==> src/rtl/stopwatch_pkg.sv <==
// -----------------------------------------------------------------------------
// stopwatch_pkg
// Shared types and helpers for the stopwatch control block: the control-FSM
// state encoding, divider/half-period derivation from the clock frequencies,
// and counter-width helpers.
// Optional feature macro used by the block: STOPWATCH_LAP_EN (adds LAP state).
// -----------------------------------------------------------------------------
package stopwatch_pkg;

    // Control FSM states. LAP is only reachable when STOPWATCH_LAP_EN is set.
    typedef enum logic [1:0] {
        IDLE    = 2'd0,
        RUNNING = 2'd1,
        LAP     = 2'd2,
        PAUSED  = 2'd3
    } sw_state_e;

    // Default clock frequencies (board clock, centisecond tick, 2 Hz blink).
    localparam int DEFAULT_BOARD_HZ = 100_000_000;
    localparam int DEFAULT_TICK_HZ  = 100;
    localparam int DEFAULT_BLINK_HZ = 2;

    // Board cycles per count tick.
    function automatic int calc_div(input int board_hz, input int tick_hz);
        return (tick_hz > 0) ? (board_hz / tick_hz) : 0;
    endfunction

    // Board cycles per half blink period (display toggles once per half).
    function automatic int calc_half(input int board_hz, input int blink_hz);
        return (blink_hz > 0) ? (board_hz / (2 * blink_hz)) : 0;
    endfunction

    // True when num/den is an exact integer of at least 2.
    function automatic bit ratio_ok(input int num, input int den);
        if (den <= 0) begin
            return 1'b0;
        end
        return ((num % den) == 0) && ((num / den) >= 2);
    endfunction

    // Bits needed to hold 0..n-1; never less than one bit.
    function automatic int cnt_width(input int n);
        return (n <= 2) ? 1 : $clog2(n);
    endfunction

endpackage : stopwatch_pkg

==> src/rtl/stopwatch_ctrl_tick_gen.sv <==
// -----------------------------------------------------------------------------
// tick_gen
// Modulo-N counter with count enable, synchronous zero and a terminal pulse.
// wrap_o is combinational: it is high in the cycle whose clock edge takes the
// count from N-1 back to 0, so the parent can register it alongside its own
// state and keep every top-level output registered.
// Synchronous active-low reset.
// -----------------------------------------------------------------------------
module tick_gen
    import stopwatch_pkg::*;
#(
    parameter int N = 10,
    parameter int W = cnt_width(N)
) (
    input  logic clk,
    input  logic rst,
    input  logic en_i,
    input  logic zero_i,
    output logic wrap_o
);

    localparam logic [W-1:0] LAST = W'(N - 1);

    logic [W-1:0] cnt_q;
    logic [W-1:0] cnt_d;

    // Next count: zero wins over enable; wrap to 0 after the last value.
    always_comb begin
        // NOTE: every combinational output gets a default first so no path
        // through the block leaves it unassigned, which would infer a latch.
        cnt_d  = cnt_q;
        wrap_o = 1'b0;
        if (zero_i) begin
            cnt_d = '0;
        end else if (en_i) begin
            if (cnt_q == LAST) begin
                cnt_d  = '0;
                wrap_o = 1'b1;
            end else begin
                cnt_d = cnt_q + 1'b1;
            end
        end
    end

    // Count register with synchronous active-low reset.
    always_ff @(posedge clk) begin
        // NOTE: clocked state uses non-blocking assignments so every register
        // samples values from before the edge, independent of block ordering.
        if (!rst) begin
            cnt_q <= '0;
        end else begin
            cnt_q <= cnt_d;
        end
    end

endmodule : tick_gen

==> src/rtl/stopwatch_ctrl.sv <==
// -----------------------------------------------------------------------------
// stopwatch_ctrl
// Control FSM for the stopwatch. Converts single-cycle start/stop and
// lap/reset button pulses into registered run, tick, clear, lap_hold and
// display_blank controls, and owns the board-clock to tick division.
//
// Configuration macro: STOPWATCH_LAP_EN
//   defined   - LAP state present; lap_reset in RUNNING freezes the display.
//   undefined - no LAP state; lap_reset in RUNNING is ignored, lap_hold = 0.
//
// Reset is synchronous, active-low. All outputs are registered and reflect
// the state entered at the edge that sampled the button.
// -----------------------------------------------------------------------------
module stopwatch_ctrl
    import stopwatch_pkg::*;
#(
    parameter int BOARD_CLOCK_FREQUENCY_IN_HZ = DEFAULT_BOARD_HZ,
    parameter int TICK_FREQUENCY_IN_HZ        = DEFAULT_TICK_HZ,
    parameter int BLINK_FREQUENCY_IN_HZ       = DEFAULT_BLINK_HZ
) (
    input  logic clk,
    input  logic rst,
    input  logic btn_start_stop,
    input  logic btn_lap_reset,
    input  logic max_reached,
    output logic run,
    output logic tick,
    output logic clear,
    output logic lap_hold,
    output logic display_blank
);

    localparam int DIV    = calc_div(BOARD_CLOCK_FREQUENCY_IN_HZ, TICK_FREQUENCY_IN_HZ);
    localparam int HALF   = calc_half(BOARD_CLOCK_FREQUENCY_IN_HZ, BLINK_FREQUENCY_IN_HZ);
    localparam int DIV_W  = cnt_width(DIV);
    localparam int HALF_W = cnt_width(HALF);

    // Reject frequency combinations that do not divide into whole cycles.
    if (!ratio_ok(BOARD_CLOCK_FREQUENCY_IN_HZ, TICK_FREQUENCY_IN_HZ)) begin : g_bad_div
        $error("stopwatch_ctrl: BOARD/TICK must be an integer >= 2");
    end
    if (!ratio_ok(BOARD_CLOCK_FREQUENCY_IN_HZ, 2 * BLINK_FREQUENCY_IN_HZ)) begin : g_bad_half
        $error("stopwatch_ctrl: BOARD/(2*BLINK) must be an integer >= 2");
    end

    sw_state_e state_q;
    sw_state_e state_d;

    logic run_q,   run_d;
    logic tick_q,  tick_d;
    logic clear_q, clear_d;
    logic blank_q, blank_d;

    logic div_en;
    logic div_zero;
    logic div_wrap;
    logic blink_stay;
    logic blink_wrap;

    // Next-state decode. start_stop beats lap_reset when both arrive together;
    // max_reached beats both buttons while counting.
    always_comb begin
        state_d = state_q;
        clear_d = 1'b0;
        case (state_q)
            IDLE: begin
                if (btn_start_stop) begin
                    state_d = RUNNING;
                end else if (btn_lap_reset) begin
                    clear_d = 1'b1;
                end
            end
            RUNNING: begin
                if (max_reached || btn_start_stop) begin
                    state_d = PAUSED;
                end else if (btn_lap_reset) begin
`ifdef STOPWATCH_LAP_EN
                    state_d = LAP;
`else
                    state_d = RUNNING;
`endif
                end
            end
`ifdef STOPWATCH_LAP_EN
            LAP: begin
                if (max_reached || btn_start_stop) begin
                    state_d = PAUSED;
                end else if (btn_lap_reset) begin
                    state_d = RUNNING;
                end
            end
`endif
            PAUSED: begin
                if (btn_start_stop) begin
                    // A resume at the terminal count would immediately
                    // overrun, so it is ignored until the counter is cleared.
                    if (!max_reached) begin
                        state_d = RUNNING;
                    end
                end else if (btn_lap_reset) begin
                    state_d = IDLE;
                    clear_d = 1'b1;
                end
            end
            default: begin
                state_d = IDLE;
            end
        endcase
    end

    // Tick divider enables: counts only in the counting states, held while
    // paused (sub-tick phase survives pause/resume), zeroed while idle.
    always_comb begin
        run_d    = (state_d == RUNNING) || (state_d == LAP);
        div_en   = run_d;
        div_zero = (state_q == IDLE);
        tick_d   = div_wrap;
    end

    tick_gen #(
        .N (DIV),
        .W (DIV_W)
    ) u_div (
        .clk    (clk),
        .rst    (rst),
        .en_i   (div_en),
        .zero_i (div_zero),
        .wrap_o (div_wrap)
    );

    // Blink half-period: runs only while remaining in PAUSED, so it restarts
    // from zero on every entry and the display is unblanked on exit.
    always_comb begin
        blink_stay = (state_q == PAUSED) && (state_d == PAUSED);
        blank_d    = blink_stay ? (blank_q ^ blink_wrap) : 1'b0;
    end

    tick_gen #(
        .N (HALF),
        .W (HALF_W)
    ) u_blink (
        .clk    (clk),
        .rst    (rst),
        .en_i   (blink_stay),
        .zero_i (!blink_stay),
        .wrap_o (blink_wrap)
    );

    // State and registered outputs; reset returns to IDLE without a clear.
    always_ff @(posedge clk) begin
        if (!rst) begin
            state_q <= IDLE;
            run_q   <= 1'b0;
            tick_q  <= 1'b0;
            clear_q <= 1'b0;
            blank_q <= 1'b0;
        end else begin
            state_q <= state_d;
            run_q   <= run_d;
            tick_q  <= tick_d;
            clear_q <= clear_d;
            blank_q <= blank_d;
        end
    end

`ifdef STOPWATCH_LAP_EN
    logic lap_hold_q;
    logic lap_hold_d;

    // Display freeze follows the LAP state.
    always_comb begin
        lap_hold_d = (state_d == LAP);
    end

    // Registered lap_hold.
    always_ff @(posedge clk) begin
        if (!rst) begin
            lap_hold_q <= 1'b0;
        end else begin
            lap_hold_q <= lap_hold_d;
        end
    end

    assign lap_hold = lap_hold_q;
`else
    assign lap_hold = 1'b0;
`endif

    assign run           = run_q;
    assign tick          = tick_q;
    assign clear         = clear_q;
    assign display_blank = blank_q;

endmodule : stopwatch_ctrl

==> config.mk <==
export PLATFORM = sky130hd
export DESIGN_NAME = stopwatch_ctrl
export DESIGN_NICKNAME = d
export VERILOG_FILES = /design/src/rtl/stopwatch_pkg.sv /design/src/rtl/stopwatch_ctrl_tick_gen.sv /design/src/rtl/stopwatch_ctrl.sv
export SDC_FILE = /design/constraint.sdc
export NUM_CORES = 1
export LEC_CHECK = 0
export ABC_CLOCK_PERIOD_IN_PS = 2900
export CAP_MARGIN = 20
export CORE_AREA = 3 3 72 74
export CTS_CLUSTER_SIZE = 30
export DETAILED_ROUTE_END_ITERATION = 10
export DIE_AREA = 0 0 75 77
export GPL_ROUTABILITY_DRIVEN = 1
export GPL_TIMING_DRIVEN = 1
export PLACE_DENSITY_LB_ADDON = 0.12
export SYNTH_ARGS = -nofsm -noshare
export SYNTH_HDL_FRONTEND = slang
export SYNTH_SLANG_ARGS = --single-unit
==> constraint.sdc <==
create_clock -name clk -period 2.9 [get_ports clk]
set_input_delay 0.725 -clock clk [delete_from_list [all_inputs] [get_ports clk]]
set_output_delay 0.725 -clock clk [all_outputs]
set_load 0.05 [all_outputs]
==> impl_metrics.env <==
export IMPL_layout_commonest_cell="dfxtp_1"
export IMPL_hold_class="register to register"
export IMPL_synth_distinct_cells=40
export IMPL_seq_area_frac_synth_pct=41.6
export IMPL_post_route_min_period_ns=2.58
export IMPL_path_class="input port to register"
export IMPL_syn_instance_count=278
export IMPL_power_leakage_nw=0.910
export IMPL_ys_warn_count=0
export IMPL_die_width_um=75
export IMPL_clockBufferDepth=2
export IMPL_placementRows=25
export IMPL_nNetsFinal=311
export IMPL_fin_util_pct=59.7
export IMPL_endpoint_kind="register"
export IMPL_slew_limit_headroom_pct=66.7
export IMPL_critPathBufInv=1
export IMPL_diodes=0
export IMPL_slowest_stage="or4_1"
export IMPL_grt_usage_pct=17.7
export IMPL_setup_slack_ns=0.323
export IMPL_syn_nets=290
export IMPL_io_pins=10
export IMPL_fill_cells=406
export IMPL_dieArea_um2=5780
export IMPL_wirelength_um=4650
export IMPL_globalplace_congestion=0.819
export IMPL_finalPower_mw=1.44
export IMPL_dp_hpwl_um=3300
export IMPL_routed_via_density=5.70
export IMPL_route_detailed_drc=0
export IMPL_finClkSkew_ns=0.0129
export IMPL_grt_pass1_vias=1890
export IMPL_grt_overflow=0
export IMPL_grt_pass1_wl_um=8220
export IMPL_status="finished, final reports clean"
export IMPL_die_h_um=77
export IMPL_synth_top_family_by_area="simple AND/OR/NAND/NOR gates"
export IMPL_synth_top_cell_area_share_pct=41.6
export IMPL_maxCapViolCount=0
export IMPL_critPathArrivalTime_ns=2.82
export IMPL_min_period_over_period_pct=88.9
export IMPL_synth_compound_area_share_pct=11.5
export IMPL_start_util_pct=52.7
export IMPL_synth_seq_cells=51
export IMPL_place_ws_ns=-0.264
export IMPL_clk_pin_slew_ns=0.09
export IMPL_clockRootBuffer="clkbuf_8"
export IMPL_synth_top_cells_by_area="dfxtp_1 (42%), xnor2_1 (6.4%), nor2_1 (5.0%)"
export IMPL_synth_simple_area_share_pct=29.5
export IMPL_layout_common_cells="dfxtp_1 (51), nor2_1 (33), a21oi_1 (19)"
export IMPL_muxShareOfSynthArea_pct=0.408
export IMPL_antenna_found_initial=0
export IMPL_avgSynthCellArea_um2=8.83
export IMPL_fmax_ghz=0.388
export IMPL_drtIter0Drc=115
export IMPL_wl_per_cell_um=13.1
export IMPL_yosysTopAreaCell="dfxtp_1"
export IMPL_hold_ws_ns=0.480
export IMPL_core_um2=4660
export IMPL_ir_drop_uv=456
export IMPL_crit_chain="dlymetal6s2s_1 > nand2b_4 > a21oi_1 > a21oi_1 > o21a_1 > ha_4 > and4_4 > nand4_1 > or4_1 > a21oi_1"
export IMPL_power_density_nw_per_um2=518
export IMPL_rsz0062_at_grt="false"
export IMPL_vias=2019
export IMPL_cts_hold_buffers=0
export IMPL_cp_start_kind="input port"
export IMPL_clkSinkCount=51
export IMPL_synthXorXnorAreaFrac_pct=9.27
export IMPL_drt_first_pass_iters=4
export IMPL_syn_area_um2=2460
export IMPL_hold_viol=0
export IMPL_grt_max_degree=18
export IMPL_htreeDepth=2
export IMPL_setup_violations=0
export IMPL_required_ns=3.14
export IMPL_cts_buffers=5
export IMPL_cts_tree="built"
export IMPL_postRouteAntennaNets=0
export IMPL_clk_latency_ns=0.30
export IMPL_drv_slew=0
export IMPL_tightest_slew_ns=0.498
export IMPL_cpMostUsedCell="a21oi_1"
export IMPL_portBuffers=8
export IMPL_syn_to_final_growth_pct=13.3
export IMPL_synth_adder_area_share_pct=3.57
export IMPL_crit_fanout=5
export IMPL_slowest_delay_ns=0.54
export IMPL_layout_drive_gt1_share_pct=12.3
export IMPL_critical_path_top_delay_family="simple AND/OR/NAND/NOR gates"
## stage by stage
stage                     area, µm²  cells  TNS, ns
after global routing           2780    354        0
after global placement         2640    343    -2.75
after CTS                      2720    351        0
after floorplan                2460    278        0
after detailed placement       2640    343    -3.61
final                          2780    354        0
## cells in the mapped netlist
cell / instances
nor3_1: 5
and3_1: 6
inv_1: 12
and4_1: 6
nand2b_1: 2
o21a_1: 1
o21ai_2: 1
xor2_1: 8
o211a_1: 1
nand2_1: 13
a21oi_1: 19
or4_4: 2
conb_1: 1
ha_1: 7
and2_1: 2
nand4_4: 1
clkbuf_1: 4
mux2i_1: 1
o31ai_1: 10
nor3b_1: 1
xnor2_1: 18
nand4_1: 12
buf_6: 1
nand4b_1: 1
buf_2: 1
dfxtp_1: 51
nand4_2: 1
nand3_1: 12
o21ai_0: 10
or3b_2: 1
nor4b_1: 6
a21boi_0: 1
nor4_1: 3
or4_1: 7
and4_2: 1
a41o_1: 1
a21oi_2: 2
or3_1: 10
buf_4: 3
nor2_1: 33
## worst paths after layout
path,from,cells past startpoint,slack [ns],endpoint
max,btn_start_stop,10,0.32,u_div.cnt_q[19]
min,u_blink.cnt_q[0],1,0.48,u_blink.cnt_q[0]
min reg2reg,u_blink.cnt_q[0],1,0.48,u_blink.cnt_q[0]
max reg2reg,state_q[1],11,0.35,u_div.cnt_q[19]
## worst register-to-register path: cells and delay by family, from the launching register on
family                     cells  cell delay, ns
AOI/OAI and AO/OA              4            0.52
adders and majority gates      2            0.52
buffers and inverters          2            0.17
DFF                            1            0.38
and+or+nand+nor                3            0.92
## state kept, by name, summed over array words and instances, names as in the netlist
| register | cells |
|---|---|
| clear | 1 |
| display_blank | 1 |
| run | 1 |
| state_q | 2 |
| tick | 1 |
| u_blink.cnt_q | 25 |
| u_div.cnt_q | 20 |
## layout make-up
cell class / instances / area (µm²) / share of cell area, %
Clock buffer: 5 / 68.8 / 2.47
Clock inverter: 3 / 15.0 / 0.540
Inverter: 12 / 45.0 / 1.62
Multi-Input combinational cell: 206 / 1370 / 49.1
Sequential cell: 51 / 1020 / 36.7
Tap cell: 54 / 67.6 / 2.43
Timing Repair Buffer: 23 / 200 / 7.19
## power breakdown
| part | internal (mW) | total, mW | switching, mW |
|---|---|---|---|
| Sequential | 0.721 | 0.739 | 0.0179 |
| Clock | 0.166 | 0.391 | 0.225 |
| Combinational | 0.143 | 0.313 | 0.170 |
| Total | 1.03 | 1.44 | 0.413 |
## layer usage
layer  track usage [%]  wire length (µm)
met5                 0                 0
met4              6.76                72
met3              3.15               126
met2              24.7              2010
met1              26.7              2440
## timing repair
item	CTS	global route
endpoints found under the hold margin	0	0
endpoints found under the setup margin	0	20
resized for setup	0	10
buffers inserted	0	3
## cells by family (layout without fill, tap and decap cells)
family,count (synthesis),after routing
simple gates,125,125
buf+inv,21,43
flops,51,51
other cells,1,1
xor+xnor,26,26
mux,1,1
fa+ha+maj,7,7
compound gates,46,46
No activity file was read; power rests on OpenSTA's default activity.
